===== src/rtl/alarm_beeper.sv =====
// Alarm cadence generator: a level alarm request becomes bursts of short beeps on buzzer_on, and a debounced silence button mutes it through no_buzz.
// Optional snooze (define ALARM_BEEPER_SNOOZE_EN): a press while ringing pauses for SNOOZE_MS ticks, then the alarm starts over.
module alarm_beeper #(
  parameter int unsigned CLK_HZ      = 100_000_000,
  parameter int unsigned TICK_HZ     = 1000,
  parameter int unsigned ON_MS       = 200,
  parameter int unsigned OFF_MS      = 100,
  parameter int unsigned BEEPS       = 3,
  parameter int unsigned PAUSE_MS    = 1000,
  parameter int unsigned MAX_BURSTS  = 30,
  parameter int unsigned DEBOUNCE_MS = 20,
  parameter int unsigned SNOOZE_MS   = 60000
) (
  input  logic       clk,
  input  logic       rst_n,
  input  logic       alarm_req,
  input  logic       silence_btn,
  output logic       buzzer_on,
  output logic       no_buzz,
  output logic       alarm_active,
  output logic [7:0] burst_cnt,
  output logic [2:0] state_dbg
);

  localparam int unsigned DIV = (CLK_HZ / TICK_HZ > 1) ? CLK_HZ / TICK_HZ : 1;
  localparam int unsigned PW  = (DIV > 1) ? $clog2(DIV) : 1;
  localparam int unsigned M1  = (ON_MS > OFF_MS) ? ON_MS : OFF_MS;
  localparam int unsigned M2  = (M1 > PAUSE_MS) ? M1 : PAUSE_MS;
  localparam int unsigned M3  = (M2 > SNOOZE_MS) ? M2 : SNOOZE_MS;
  localparam int unsigned TW  = $clog2(M3 + 1);
  localparam int unsigned DW  = $clog2(DEBOUNCE_MS + 1);
  localparam int unsigned BW  = $clog2(BEEPS + 1);

  localparam logic [PW-1:0] PRESC_END = PW'(DIV - 1);
  localparam logic [TW-1:0] ON_END    = TW'(ON_MS - 1);
  localparam logic [TW-1:0] OFF_END   = TW'(OFF_MS - 1);
  localparam logic [TW-1:0] PAUSE_END = TW'(PAUSE_MS - 1);
  localparam logic [DW-1:0] DB_END    = DW'(DEBOUNCE_MS - 1);
  localparam logic [BW-1:0] LAST_BEEP = BW'(BEEPS - 1);
`ifdef ALARM_BEEPER_SNOOZE_EN
  localparam logic [TW-1:0] SNOOZE_END = TW'(SNOOZE_MS - 1);
`endif

  typedef enum logic [2:0] {
    IDLE     = 3'd0,
    BEEP_ON  = 3'd1,
    BEEP_OFF = 3'd2,
    PAUSE    = 3'd3,
    SILENCED = 3'd4,
    DONE     = 3'd5
`ifdef ALARM_BEEPER_SNOOZE_EN
    , SNOOZE = 3'd6
`endif
  } state_t;

  state_t        state_q, state_d;
  logic [PW-1:0] presc_q;
  logic [TW-1:0] timer_q, dur_end;
  logic [BW-1:0] beep_idx_q, beep_idx_d;
  logic [7:0]    burst_d;
  logic [31:0]   bursts_done;
  logic [1:0]    sync_q;
  logic [DW-1:0] db_cnt;
  logic          db_level, db_prev, req_d;
  logic          tick, req_rise, press, phase_end, start, mute_d;

  assign tick        = (presc_q == PRESC_END);
  assign req_rise    = alarm_req & ~req_d;
  assign press       = db_level & ~db_prev;
  assign start       = (state_q == IDLE) && req_rise;
  assign phase_end   = tick && (timer_q == dur_end);
  assign bursts_done = {24'd0, burst_cnt} + 32'd1;
  assign state_dbg   = state_q;

  // req_d resets high so a request already asserted at reset release is not an edge.
  always_ff @(posedge clk or negedge rst_n) begin
    if (!rst_n) begin
      req_d    <= 1'b1;
      sync_q   <= '0;
      db_level <= 1'b0;
      db_prev  <= 1'b0;
      db_cnt   <= '0;
      presc_q  <= '0;
    end else begin
      req_d   <= alarm_req;
      sync_q  <= {sync_q[0], silence_btn};
      db_prev <= db_level;
      if (sync_q[1] == db_level) begin
        db_cnt <= '0;
      end else if (tick) begin
        if (db_cnt == DB_END) begin
          db_level <= sync_q[1];
          db_cnt   <= '0;
        end else begin
          db_cnt <= db_cnt + DW'(1);
        end
      end
      if (start || tick) presc_q <= '0;
      else               presc_q <= presc_q + PW'(1);
    end
  end

  always_comb begin
    dur_end = '0;
    case (state_q)
      BEEP_ON:  dur_end = ON_END;
      BEEP_OFF: dur_end = OFF_END;
      PAUSE:    dur_end = PAUSE_END;
`ifdef ALARM_BEEPER_SNOOZE_EN
      SNOOZE:   dur_end = SNOOZE_END;
`endif
      default:  dur_end = '0;
    endcase
  end

  always_comb begin
    state_d    = state_q;
    beep_idx_d = beep_idx_q;
    burst_d    = burst_cnt;
    case (state_q)
      IDLE: if (req_rise) begin
        state_d    = BEEP_ON;
        beep_idx_d = '0;
        burst_d    = '0;
      end
      BEEP_ON, BEEP_OFF, PAUSE: begin
        if (!alarm_req) begin
          state_d = IDLE;
        end else if (press) begin
`ifdef ALARM_BEEPER_SNOOZE_EN
          state_d = SNOOZE;
`else
          state_d = SILENCED;
`endif
        end else if (phase_end) begin
          case (state_q)
            BEEP_ON: state_d = (beep_idx_q == LAST_BEEP) ? PAUSE : BEEP_OFF;
            BEEP_OFF: begin
              state_d    = BEEP_ON;
              beep_idx_d = beep_idx_q + BW'(1);
            end
            default: begin
              burst_d    = (burst_cnt == 8'hFF) ? burst_cnt : burst_cnt + 8'd1;
              beep_idx_d = '0;
              state_d    = (MAX_BURSTS != 0 && bursts_done >= MAX_BURSTS) ? DONE : BEEP_ON;
            end
          endcase
        end
      end
      SILENCED, DONE: if (!alarm_req) state_d = IDLE;
`ifdef ALARM_BEEPER_SNOOZE_EN
      SNOOZE: begin
        if (!alarm_req) begin
          state_d = IDLE;
        end else if (press) begin
          state_d = SILENCED;
        end else if (phase_end) begin
          state_d    = BEEP_ON;
          beep_idx_d = '0;
          burst_d    = '0;
        end
      end
`endif
      default: state_d = IDLE;
    endcase
    if (state_d == IDLE) begin
      beep_idx_d = '0;
      burst_d    = '0;
    end
  end

  always_comb begin
    mute_d = (state_d == SILENCED) || (state_d == DONE);
`ifdef ALARM_BEEPER_SNOOZE_EN
    if (state_d == SNOOZE) mute_d = 1'b1;
`endif
  end

  // Outputs are registered from the next state so they change on the same edge as the state.
  always_ff @(posedge clk or negedge rst_n) begin
    if (!rst_n) begin
      state_q      <= IDLE;
      timer_q      <= '0;
      beep_idx_q   <= '0;
      burst_cnt    <= '0;
      buzzer_on    <= 1'b0;
      no_buzz      <= 1'b0;
      alarm_active <= 1'b0;
    end else begin
      state_q      <= state_d;
      beep_idx_q   <= beep_idx_d;
      burst_cnt    <= burst_d;
      buzzer_on    <= (state_d == BEEP_ON);
      no_buzz      <= mute_d;
      alarm_active <= (state_d != IDLE);
      if (state_d != state_q) timer_q <= '0;
      else if (tick)          timer_q <= timer_q + TW'(1);
    end
  end

endmodule


===== config.mk =====
export PLATFORM = sky130hd
export DESIGN_NAME = alarm_beeper
export DESIGN_NICKNAME = d
export VERILOG_FILES = /design/src/rtl/alarm_beeper.sv
export SDC_FILE = /design/constraint.sdc
export NUM_CORES = 1
export LEC_CHECK = 0
export ABC_AREA = 1
export ABC_CLOCK_PERIOD_IN_PS = 6000
export CAP_MARGIN = 25
export CORE_AREA = 2 2 87 89
export DETAILED_ROUTE_END_ITERATION = 6
export DIE_AREA = 0 0 89 91
export PLACE_DENSITY = 0.77
export SETUP_SLACK_MARGIN = 0.05
export SLEW_MARGIN = 20
export SYNTH_ARGS = -nofsm -noshare
export SYNTH_HDL_FRONTEND = slang
export SYNTH_SLANG_ARGS = --single-unit

===== constraint.sdc =====
create_clock -name clk -period 6 [get_ports clk]
set_clock_uncertainty 0.1 [all_clocks]
set_input_delay 0.9 -clock clk [delete_from_list [all_inputs] [get_ports clk]]
set_output_delay 0.9 -clock clk [all_outputs]
set_load 0.02 [all_outputs]

==> After elaboration in Yosys (flattened, before gate mapping) <==
Index checks and enable logic that the tools add are counted.
{ "totals": {"regBits": 59, "inputBits": 4} }
{ "op_classes": {"n_addsub": 6, "order_cmp": 1, "n_eq_ne": 22, "muxes": 31, "n_bitwise": 5, "reduce_logical": 16} }
{ "ops": {"columns": ["cell", "count"], "rows": [
  ["8-bit two-way mux", 7],
  ["16-bit two-way mux", 2],
  ["10-bit case mux with 3 select lines", 1],
  ["3-bit two-way mux", 6],
  ["3-bit inequality test, second input constant", 6],
  ["17-bit by 1-bit adder with 17-bit output, second input constant", 1],
  ["17-bit == test, second input constant", 1],
  ["17-bit two-way mux", 1],
  ["16-bit by 1-bit adder with 16-bit output, second input constant", 1],
  ["16-bit == test", 1],
  ["8-bit case mux with 2 select lines", 1],
  ["5-bit two-way mux", 3],
  ["3-bit == test, second input constant", 4],
  ["2-bit two-way mux", 5],
  ["8-bit by 1-bit adder with 9-bit output, second input constant", 1],
  ["9-bit by 5-bit >= comparator with 1-bit output, second input constant", 1],
  ["3-bit case mux with 3 select lines", 1],
  ["8-bit by 1-bit adder with 8-bit output, second input constant", 1],
  ["8-bit == test, second input constant", 1],
  ["2-bit case mux with 2 select lines", 2],
  ["7-bit AND reduction", 1],
  ["3-bit by 1-bit == test with 1-bit output, second input constant", 2],
  ["3-bit by 2-bit == test with 1-bit output, second input constant", 2],
  ["3-bit logical NOT", 2],
  ["19 further kinds", 27]
]} }

==> Depth between registers and ports, before layout <==
Gate-level depths: netlist (run 1).
{ "depth": {"depth_word": 11, "ltp_mapped": 17, "mapped_depth_nobuf": 16} }

==> Worst setup path before layout (run 1) <==
OpenSTA, ideal clock, no wires.
{ "synth_timing": {"path_type": "input-to-reg", "start": "input port alarm_req", "end": "register timer_q[5]", "setup_time_ns": 0.069, "t_arrival_ns": 2.033, "path_slack_ns": 3.798, "stages": 11, "cell_sequence": "inv_1 -> nor3_1 -> nand2_1 -> nand2_1 -> nand2_1 -> nor2_1 -> nand2_1 -> nor2_4 -> inv_2 -> buf_6 -> nor2_2"} }
{ "synth_between": {"elab_chain_len": 5} }
{ "synth_rtl": {"columns": ["item", "line", "text"], "rows": [
  ["start, declared", "16", "input logic alarm_req,"],
  ["1-bit AND", "68", "assign req_rise = alarm_req & ~req_d;"],
  ["3-bit two-way mux", "121", "IDLE: if (req_rise) begin"],
  ["3-bit case mux with 3 select lines *", "120", "case (state_q)"],
  ["3-bit inequality test *", "196", "if (state_d != state_q) timer_q <= '0;"],
  ["16-bit two-way mux or 2-bit nonzero test (tied branches)", null, null],
  ["end signal, assigned", "197", "else if (tick) timer_q <= timer_q + TW'(1);"],
  ["end, declared", "58", "logic [TW-1:0] timer_q, dur_end;"]
]} }
Every way passes the cells marked *; elsewhere a longest branch is shown, timed or not.
A chain may end at the register's enable or synchronous reset.

==> Worst setup path in the final report (run 1) <==
{ "layout_timing": {"start": "input port alarm_req", "end": "register burst_cnt[3]"} }
{ "layout_between": {"elab_chain_len": 6} }
{ "layout_rtl": {"columns": ["item", "line", "text"], "rows": [
  ["1-bit AND", "68", null],
  ["3-bit two-way mux", "121", null],
  ["3-bit case mux with 3 select lines *", "120", null],
  ["named net state_d[0]", "56", "state_t state_q, state_d;"],
  ["3-bit logical NOT *", "166", "if (state_d == IDLE) begin"],
  ["3-bit inequality test (no source line), or another cell as far along", null, null],
  ["7-bit AND reduction (no source line)", null, null],
  ["end signal, assigned", "192", "burst_cnt <= burst_d;"],
  ["end, declared", "21", "output logic [7:0] burst_cnt,"]
]} }
Mark *: on every way through the listed nets, which the timed path passes. The rest lies on a longest branch.

==> impl_summary.md, run 1 <==
Drt
The detailed-route wire length on metal 1 is approximately 3.4 mm. The met2 layer wire length in the routed design is 3.42 mm. The detail route stage leaves a number of antenna-violating nets equal to 0. Before antenna repair, the detailed router went through 5 iterations. The number of remaining DRC errors is 0. The top layer reached by signal wires is met4. After detailed routing, the met3 layer carries 312 um of wire. The number of vias per cell is between 5 and 6.

The iteration-0 DRC count of the detailed router is about 180. Dividing the detail-routed wire length by the instance count gives between 10 and 15 um. The routed via count is just over 3000. The wire length after detailed routing is 7.22 mm.

STA
For the pin with the worst max-slew slack, the measured transition is approximately 0.73 ns. The normalized max-slew margin is 51.2%. The number of hold violations in the final report is 0. The number of failing setup endpoints in the final timing report is 0.

Summed over all failing endpoints, the final setup total negative slack is 0 ns. The max-slew violation count was 0. Setup slack on the critical path of the routed design comes to roughly 3.3 ns. Setup repair after global routing left no endpoint under its margin. The part of the cycle the worst path needs is between 40% and 50%.

After layout, the minimum clock period comes to ~2.7 ns. The fmax is 366 MHz.

Die
The floorplan step defined a die boundary enclosing 0.00810 sq mm. The floorplan step set the die width to between 80 and 90 um. The effective utilization at floorplan is roughly half. The total area inside the core boundary comes to between 0.007 and 0.008 sq mm. In this run the vertical extent of the chip is a little over 90 um. The count of pins on the block boundary is 18.

The standard-cell row count is 31.

Logic synthesis
When the netlist entered floorplanning its net count stood at between 400 and 500. By area the synthesized netlist is led by dfrtp_1 41%, nand2_1 10%, nor2_1 8.1%. After synthesis, flip-flops and latches occupy between 40 and 50% of the total area. The synthesized design contains 59 register bits. Counting distinct cell types in the post-synthesis netlist gives 35. The fraction of synthesis flops using an asynchronous set or reset pin is 100%. The count of flip-flops with a built-in enable after synthesis is 0. The dominant synthesized flop cell is dfrtp_1. Averaged over all synthesized cells, the footprint is between 7 and 8 sq um.

The instance count of the mapped netlist is between 400 and 500. The cell accounting for the most synthesized area is dfrtp_1. The number of warnings issued by yosys is 0.

The mapped cell area is ~0.0035 sq mm. After synthesis, the largest area contributor takes up roughly two fifths of total cell area.

Cells and area
The area growth from synthesis to layout is 13.1%. The repair_antennas step left the layout with diodes totalling 0. The number of nets at the end of the flow is 502. Fill cells in the final layout number a little over 700. The proportion of layout cells with a drive suffix above 1 is a little over a tenth.

Clock tree
The post-CTS clock slew at the launch and capture registers of the worst setup and hold paths is about 0.070 ns. The buffer depth of the longest clock path is 2. The clock insertion delay at the later pin of the skew report is roughly 0.35 ns. The CTS tree is yes. The deepest level of the CTS H-tree is 3. Gates resized during post-CTS repair numbered 0. The root buffer cell is clkbuf_8. Post-CTS timing repair inserted 0 buffers for setup. For this design, the CTS-stage hold fixing added 0 buffers.

The number of clock buffers added by TritonCTS is 9. For this design, the sink count on the clock tree is 59.

Worst setup path
The critical-path maximum fanout is 12. Data on the critical path arrives at its endpoint at approximately 2.9 ns. At the worst endpoint, the required time is 6.15 ns. STA classifies the critical path startpoint as an input pin. The kind of end point of the critical path is a flop. The kind of critical path is in -> reg.

Global route
The number of antenna violations at the first check in global routing came to 0. Across every metal layer, demand over resource in global routing totals approximately a fifth. The first global-routing pass estimated between 10 and 15 mm of wire.

Summed over all layers, the global routing overflow is 0. The number of global-route vias before repair is 2800. The maximum number of pins on one net before global-route repair is 60.

Place
The number of buffers inserted by port buffering is 17. After legalization and detailed placement, the total HPWL measured ~5.2 mm. The congestion estimate from routability-driven global placement came to 0.927.

Before CTS, the worst setup slack after placement is between 2 and 3 ns.

Worst hold path
The path type of the worst min-delay path is reg -> reg.

Pwr
The peak ir drop on the vdd network is 0.132 mV. In this run the static leakage power is approximately 1.9 nW. After layout, the design draws a total of between 0.8 and 0.9 mW. The ratio of total power to cell area is 221 mW/mm^2.

Flow run
The number of max-cap violations is 0.

Run status
The flow ran to the end, and the final reports show no timing, DRC or antenna violations.
==> routing by layer <==
metal	vias up	track usage (%)
li1	1553	-
met1	1427	27.4
met2	62	30.0
met3	8	3.45
met4	0	8.46
met5	-	0
==> final cells by class <==
type	count	area, sq um	share of cell area, %
repair buffers	18	173	4.35
multi-input cells	337	1720	43.4
well taps	99	124	3.12
flip-flops and latches	59	1480	37.3
clock buffers	11	151	3.82
inverters	67	256	6.47
clock inverters	5	61.3	1.55
==> metrics by stage <==
step                cell area (sq um)  hold WS (ns)  util [%]  instances
finish                           3970         0.254      55.6        596
global route                     3970         0.261      55.6        596
CTS                              3970         0.253      55.6        596
detailed placement               3750         0.241      52.6        580
global placement                 3750         0.240      52.6        580
floorplan                        3510         0.231         -        469
==> synth_stat cells (2+ instances only) <==
| master | number |
|---|---|
| nand2_2 | 6 |
| xor2_1 | 15 |
| nor2_2 | 10 |
| nand3_1 | 32 |
| o21ai_0 | 28 |
| nand4_1 | 20 |
| buf_6 | 3 |
| inv_1 | 63 |
| a21oi_1 | 9 |
| nor3_1 | 15 |
| nand3_2 | 4 |
| a211oi_1 | 2 |
| nor2_4 | 3 |
| xnor2_1 | 3 |
| ha_1 | 6 |
| nor2_1 | 76 |
| inv_2 | 3 |
| dfrtp_1 | 58 |
| or2_2 | 2 |
| o21bai_1 | 2 |
| nand2_1 | 93 |
| nor3b_1 | 3 |
==> state kept, by name, summed over array words and instances, names as in the netlist <==
signal        cells
timer_q          16
sync_q            2
state_dbg         3
db_cnt            5
db_prev           1
beep_idx_q        2
req_d             1
db_level          1
buzzer_on         1
alarm_active      1
presc_q          17
burst_cnt         8
no_buzz           1
==> worst max-delay path, stage by stage <==
cell and delay, ns:
clkdlybuf4s50_1 0.55, inv_1 0.10, nor3_1 0.43, nand3_2 0.14
nand2_2 0.09, inv_1 0.07, nand3_2 0.22, nand2_2 0.16
o21ai_0 0.22
==> layout by cell type, fill, tap and decap left out, types with 6 or more instances in the layout <==
| cell | Yosys | routed |
|---|---|---|
| nand2_1 | 93 | 93 |
| nor2_1 | 76 | 76 |
| inv_1 | 63 | 63 |
| dfrtp_1 | 58 | 58 |
| nand3_1 | 32 | 32 |
| o21ai_0 | 28 | 28 |
| nand4_1 | 20 | 20 |
| clkdlybuf4s50_1 | 0 | 16 |
| nor3_1 | 15 | 15 |
| xor2_1 | 15 | 15 |
| clkbuf_8 | 0 | 11 |
| nor2_2 | 10 | 10 |
| a21oi_1 | 9 | 9 |
| nand2_2 | 6 | 6 |
| ha_1 | 6 | 6 |
==> worst paths after layout <==
check                                      from                        to  slack [ns]  depth (start not counted)
max reg2reg                presc_q[0]$_DFF_PN0_     presc_q[16]$_DFF_PN0_        3.39                         10
min                         sync_q[0]$_DFF_PN0_       sync_q[1]$_DFF_PN0_        0.25                          0
max in group asynchronous                 rst_n   timer_q[14]$_DFFE_PN0P_        4.72                          2
max                                   alarm_req  burst_cnt[3]$_DFFE_PN0P_        3.27                          9
min in group asynchronous                 rst_n    timer_q[6]$_DFFE_PN0P_        0.61                          2
min reg2reg                 sync_q[0]$_DFF_PN0_       sync_q[1]$_DFF_PN0_        0.25                          0
==> power breakdown <==
part           total, mW  leakage (nW)  switching, mW  internal [mW]
registers          0.423         0.807        0.00946          0.413
logic             0.0730         0.963         0.0501         0.0229
clock network      0.381        0.0978          0.167          0.215
total              0.877          1.87          0.226          0.651
==> cells by family after synthesis <==
logic type / synth area share, %
DFF: 42.1
xor gates and xnor gates: 4.50
buffers and inverters: 8.74
adders and majority gates: 2.14
AOI/OAI and AO/OA: 7.31
and+or+nand+nor: 35.2
No activity file was read; power rests on OpenSTA's default activity.
==> run 2: changes to the inputs <==
- ABC_CLOCK_PERIOD_IN_PS: 6000 -> 2350
- PLACE_DENSITY: 0.77 -> 0.8
- clock period: 6 -> 2.35 ns (I/O delays scaled with it)
==> impl_summary.md, run 2 (synthesis gave the netlist of run 1 again) <==
Clock tree
The clock sink count is 59 (unchanged). The number of buffers inserted during clock tree synthesis was 9 (unchanged). TritonCTS built the clock tree. The buffer depth of the longest clock path is 2 (unchanged).

The tree is rooted in a clkbuf_8. The clock insertion delay at the later pin of the skew report is 0.35 ns (about the same). The deepest level of the CTS H-tree is 3 (unchanged). The post-CTS clock slew at the launch and capture registers of the worst setup and hold paths is 0.07 ns (about the same).

Die
The standard-cell row count is 31 (unchanged). The die boundary height is 91 um (unchanged). The horizontal extent of the die came to 89 um (unchanged).

The effective utilization at floorplan is 49.1% (unchanged). The count of pins on the block boundary is 18 (unchanged). The core area is 0.00714 sq mm (unchanged). The die area is 0.00810 sq mm (unchanged).

Cells and area
In the layout the commonest cells are 89 x nand2_1, 72 x nor2_1, 60 x inv_1. The growth of design area from synthesis to finish is 24.6%. The library cell used most frequently in the layout, excluding fill and tap cells, is nand2_1. In the final layout, the registers with the most flip-flops are presc_q: 17 flops, timer_q: 16 flops, burst_cnt: 8 flops. The proportion of layout cells with a drive suffix above 1 was 19.8% (+9.4 points). The register ranked first by flip-flop count is presc_q. The antenna diode count came to 0 (unchanged). The flip-flop count of the largest register, all copies and words added is 17 (unchanged). The core occupancy in the finished layout is 61.2% (+5.7 points). The number of nets at the end of the flow is 529 (+5.4%).

STA
The max-slew violation count came to 0 (unchanged). The slew at the pin closest to its max-slew limit is 0.551 ns (-0.181 ns). The smallest hold slack is 0.256 ns (+0.00276 ns). The number of failing setup endpoints in the final timing report is 0 (unchanged). The time the final worst path needs with I/O delays and setup is about 2.3 ns. The number of hold violations in the final report is 0 (unchanged). Dividing the final minimum period by the clock period gives a little over nine tenths. Timing would allow up to ~440 MHz. The normalized max-slew margin is 62.9% (+12 points).

Drt
The iteration-0 DRC count of the detailed router is 215 (+21%). The routed via count came to 3317 (+8.8%). The number of remaining DRC errors is 0 (unchanged). The wire length after detailed routing was 8.62 mm (+19%). The final antenna-violating net count came to 0 (unchanged).

The average routed wire per standard cell was 13.8 um (+14%). The number of vias per cell is 5.32 (+4.0%). The number of detailed-routing iterations run before antenna repair came to 4 (-1).

Place
The half-perimeter wire length of the detailed placement result was 5.88 mm (+14%). The global placement routability congestion came to 0.949 (+2.3%). The number of buffers inserted by port buffering is 17 (unchanged).

Worst hold path
The worst hold path depth is 0 (unchanged). In this run the most critical hold path is launched from sync_q[0]$_DFF_PN0_. The min-delay analysis places its worst path in the category reg -> reg. The worst hold path terminates at sync_q[1]$_DFF_PN0_.

Global route
The wire length of the first global-routing pass is 13.7 mm (+8.2%). The number of antenna violations at the first check in global routing is 0 (unchanged). The overflow left after global routing is 0 (unchanged). The maximum number of pins on one net before global-route repair came to 37 (-38%). The number of global-route vias before repair came to 3076 (+9.9%). The overall fraction of global-route tracks in use is 21.4% (+1.7 points).

Worst setup path
The signal on the critical path passes through ha_4 -> xor2_2 -> nand2_1 -> nor2_1 -> nor2_1 -> nand3b_1 -> nand2_1 -> o21ai_2 -> nand2_2 -> nand3_4 -> nand2_2 -> o21ai_0. The critical path's largest stage delay is 0.47 ns (-0.08 ns). The worst endpoint required time is 2.52 ns (-3.63 ns). The arrival time at the worst endpoint is 2.42 ns (-0.46 ns). The largest individual stage delay along the critical path comes from the cell dfrtp_2. The capture point of the worst reg-to-reg path is burst_cnt[1]$_DFFE_PN0P_. The worst setup path is of the reg -> reg kind. In this design, the largest share of critical-path delay is due to simple AND/OR/NAND/NOR gates. The worst setup path is captured at a flop. The number of buffers and inverters on the critical path came to 0 (-3). The launching element type of the critical path is a flop. The slack of the worst reg-to-reg path is 0.1 ns (-3.29 ns). The number of gates on the worst path with buffers counted was 12 (+3). The critical-path maximum fanout is 7 (-5). The depth of the worst register-to-register path is 12 (+2). The startpoint identified for the worst register-to-register timing path is burst_cnt[0]$_DFFE_PN0P_.

Flow run
The number of max-cap violations is 0 (unchanged).

Pwr
The leakage component of the power is 2.07 nW (+11%). The ratio of total power to cell area was 583 mW/mm^2 (+160%). The peak ir drop on the vdd network is 0.392 mV (+200%).

Run status
The run finished with clean final reports.
==> run 2: cell count changes in the layout (fill, tap and decap cells not counted), sizes merged <==
cell	change
bufinv	+2
dlygate4sd3	+1
clkinvlp	-3
buf	+25
clkbuf	+1
nand3	+1
==> run 2: metrics by stage <==
stage / power (mW) / area (sq um) / worst slack (ns) / cells / TNS, ns
2_1_floorplan: 1.23 / 3510 / 0.253 / 469 / 0
3_3_place_gp: 1.30 / 3910 / 0.117 / 599 / 0
3_5_place_dp: 1.31 / 3910 / 0.0514 / 599 / 0
4_1_cts: 2.52 / 4190 / 0.0792 / 616 / 0
5_1_grt: 2.65 / 4370 / -0.0677 / 623 / -0.312
6_report: 2.55 / 4370 / 0.0982 / 623 / 0
==> run 2: report_power, final <==
part / internal [mW] / leakage, nW / total (mW) / switching [mW]
sequential: 1.06 / 0.801 / 1.09 / 0.0393
clock: 0.790 / 0.133 / 1.20 / 0.409
combinational: 0.0997 / 1.14 / 0.255 / 0.155
total: 1.94 / 2.07 / 2.55 / 0.604
==> run 2: what timing repair did <==
action / 4_1_cts / 5_1_grt
gates resized for setup: 2 / 38
hold endpoints to repair: 22 / 0
gates cloned: 0 / 1
endpoints found under the setup margin: 7 / 29
pin swaps: 0 / 14
hold buffers: 1 / 0
buffers inserted: 0 / 6
==> run 2: cell type report <==
cell class / count / area [sq um]
timing repair buffer: 44 / 387
clock buffer: 12 / 165
clock inverter: 4 / 95.1
inverter: 67 / 262
multi-input combinational: 338 / 1860
sequential: 59 / 1480
fill: 652 / 2770
tap: 99 / 124
==> run 2: worst max-delay path by stage <==
| stage | startpoint | endpoint | slack, ns |
|---|---|---|---|
| 2_1_floorplan | state_dbg[2]$_DFF_PN0_ | burst_cnt[0]$_DFFE_PN0P_ | 0.25 |
| 3_3_place_gp | state_dbg[2]$_DFF_PN0_ | timer_q[0]$_DFFE_PN0P_ | 0.12 |
| 3_5_place_dp | burst_cnt[0]$_DFFE_PN0P_ | burst_cnt[6]$_DFFE_PN0P_ | 0.05 |
| 4_1_cts | burst_cnt[0]$_DFFE_PN0P_ | burst_cnt[4]$_DFFE_PN0P_ | 0.08 |
| 5_1_grt | burst_cnt[4]$_DFFE_PN0P_ | beep_idx_q[1]$_DFFE_PN0P_ | -0.07 |
| 6_report | burst_cnt[0]$_DFFE_PN0P_ | burst_cnt[1]$_DFFE_PN0P_ | 0.1 |
==> run 2: layer usage <==
layer | share of wire, % | global-route usage, % | wire (um) | up-vias
met5 | 0 | 0 | 0 | -
met4 | 2.5 | 6.97 | 212 | 0
met3 | 4.5 | 4.18 | 387 | 27
met2 | 50 | 35.0 | 4330 | 99
met1 | 43 | 28.3 | 3690 | 1584
li1 | - | - | - | 1607
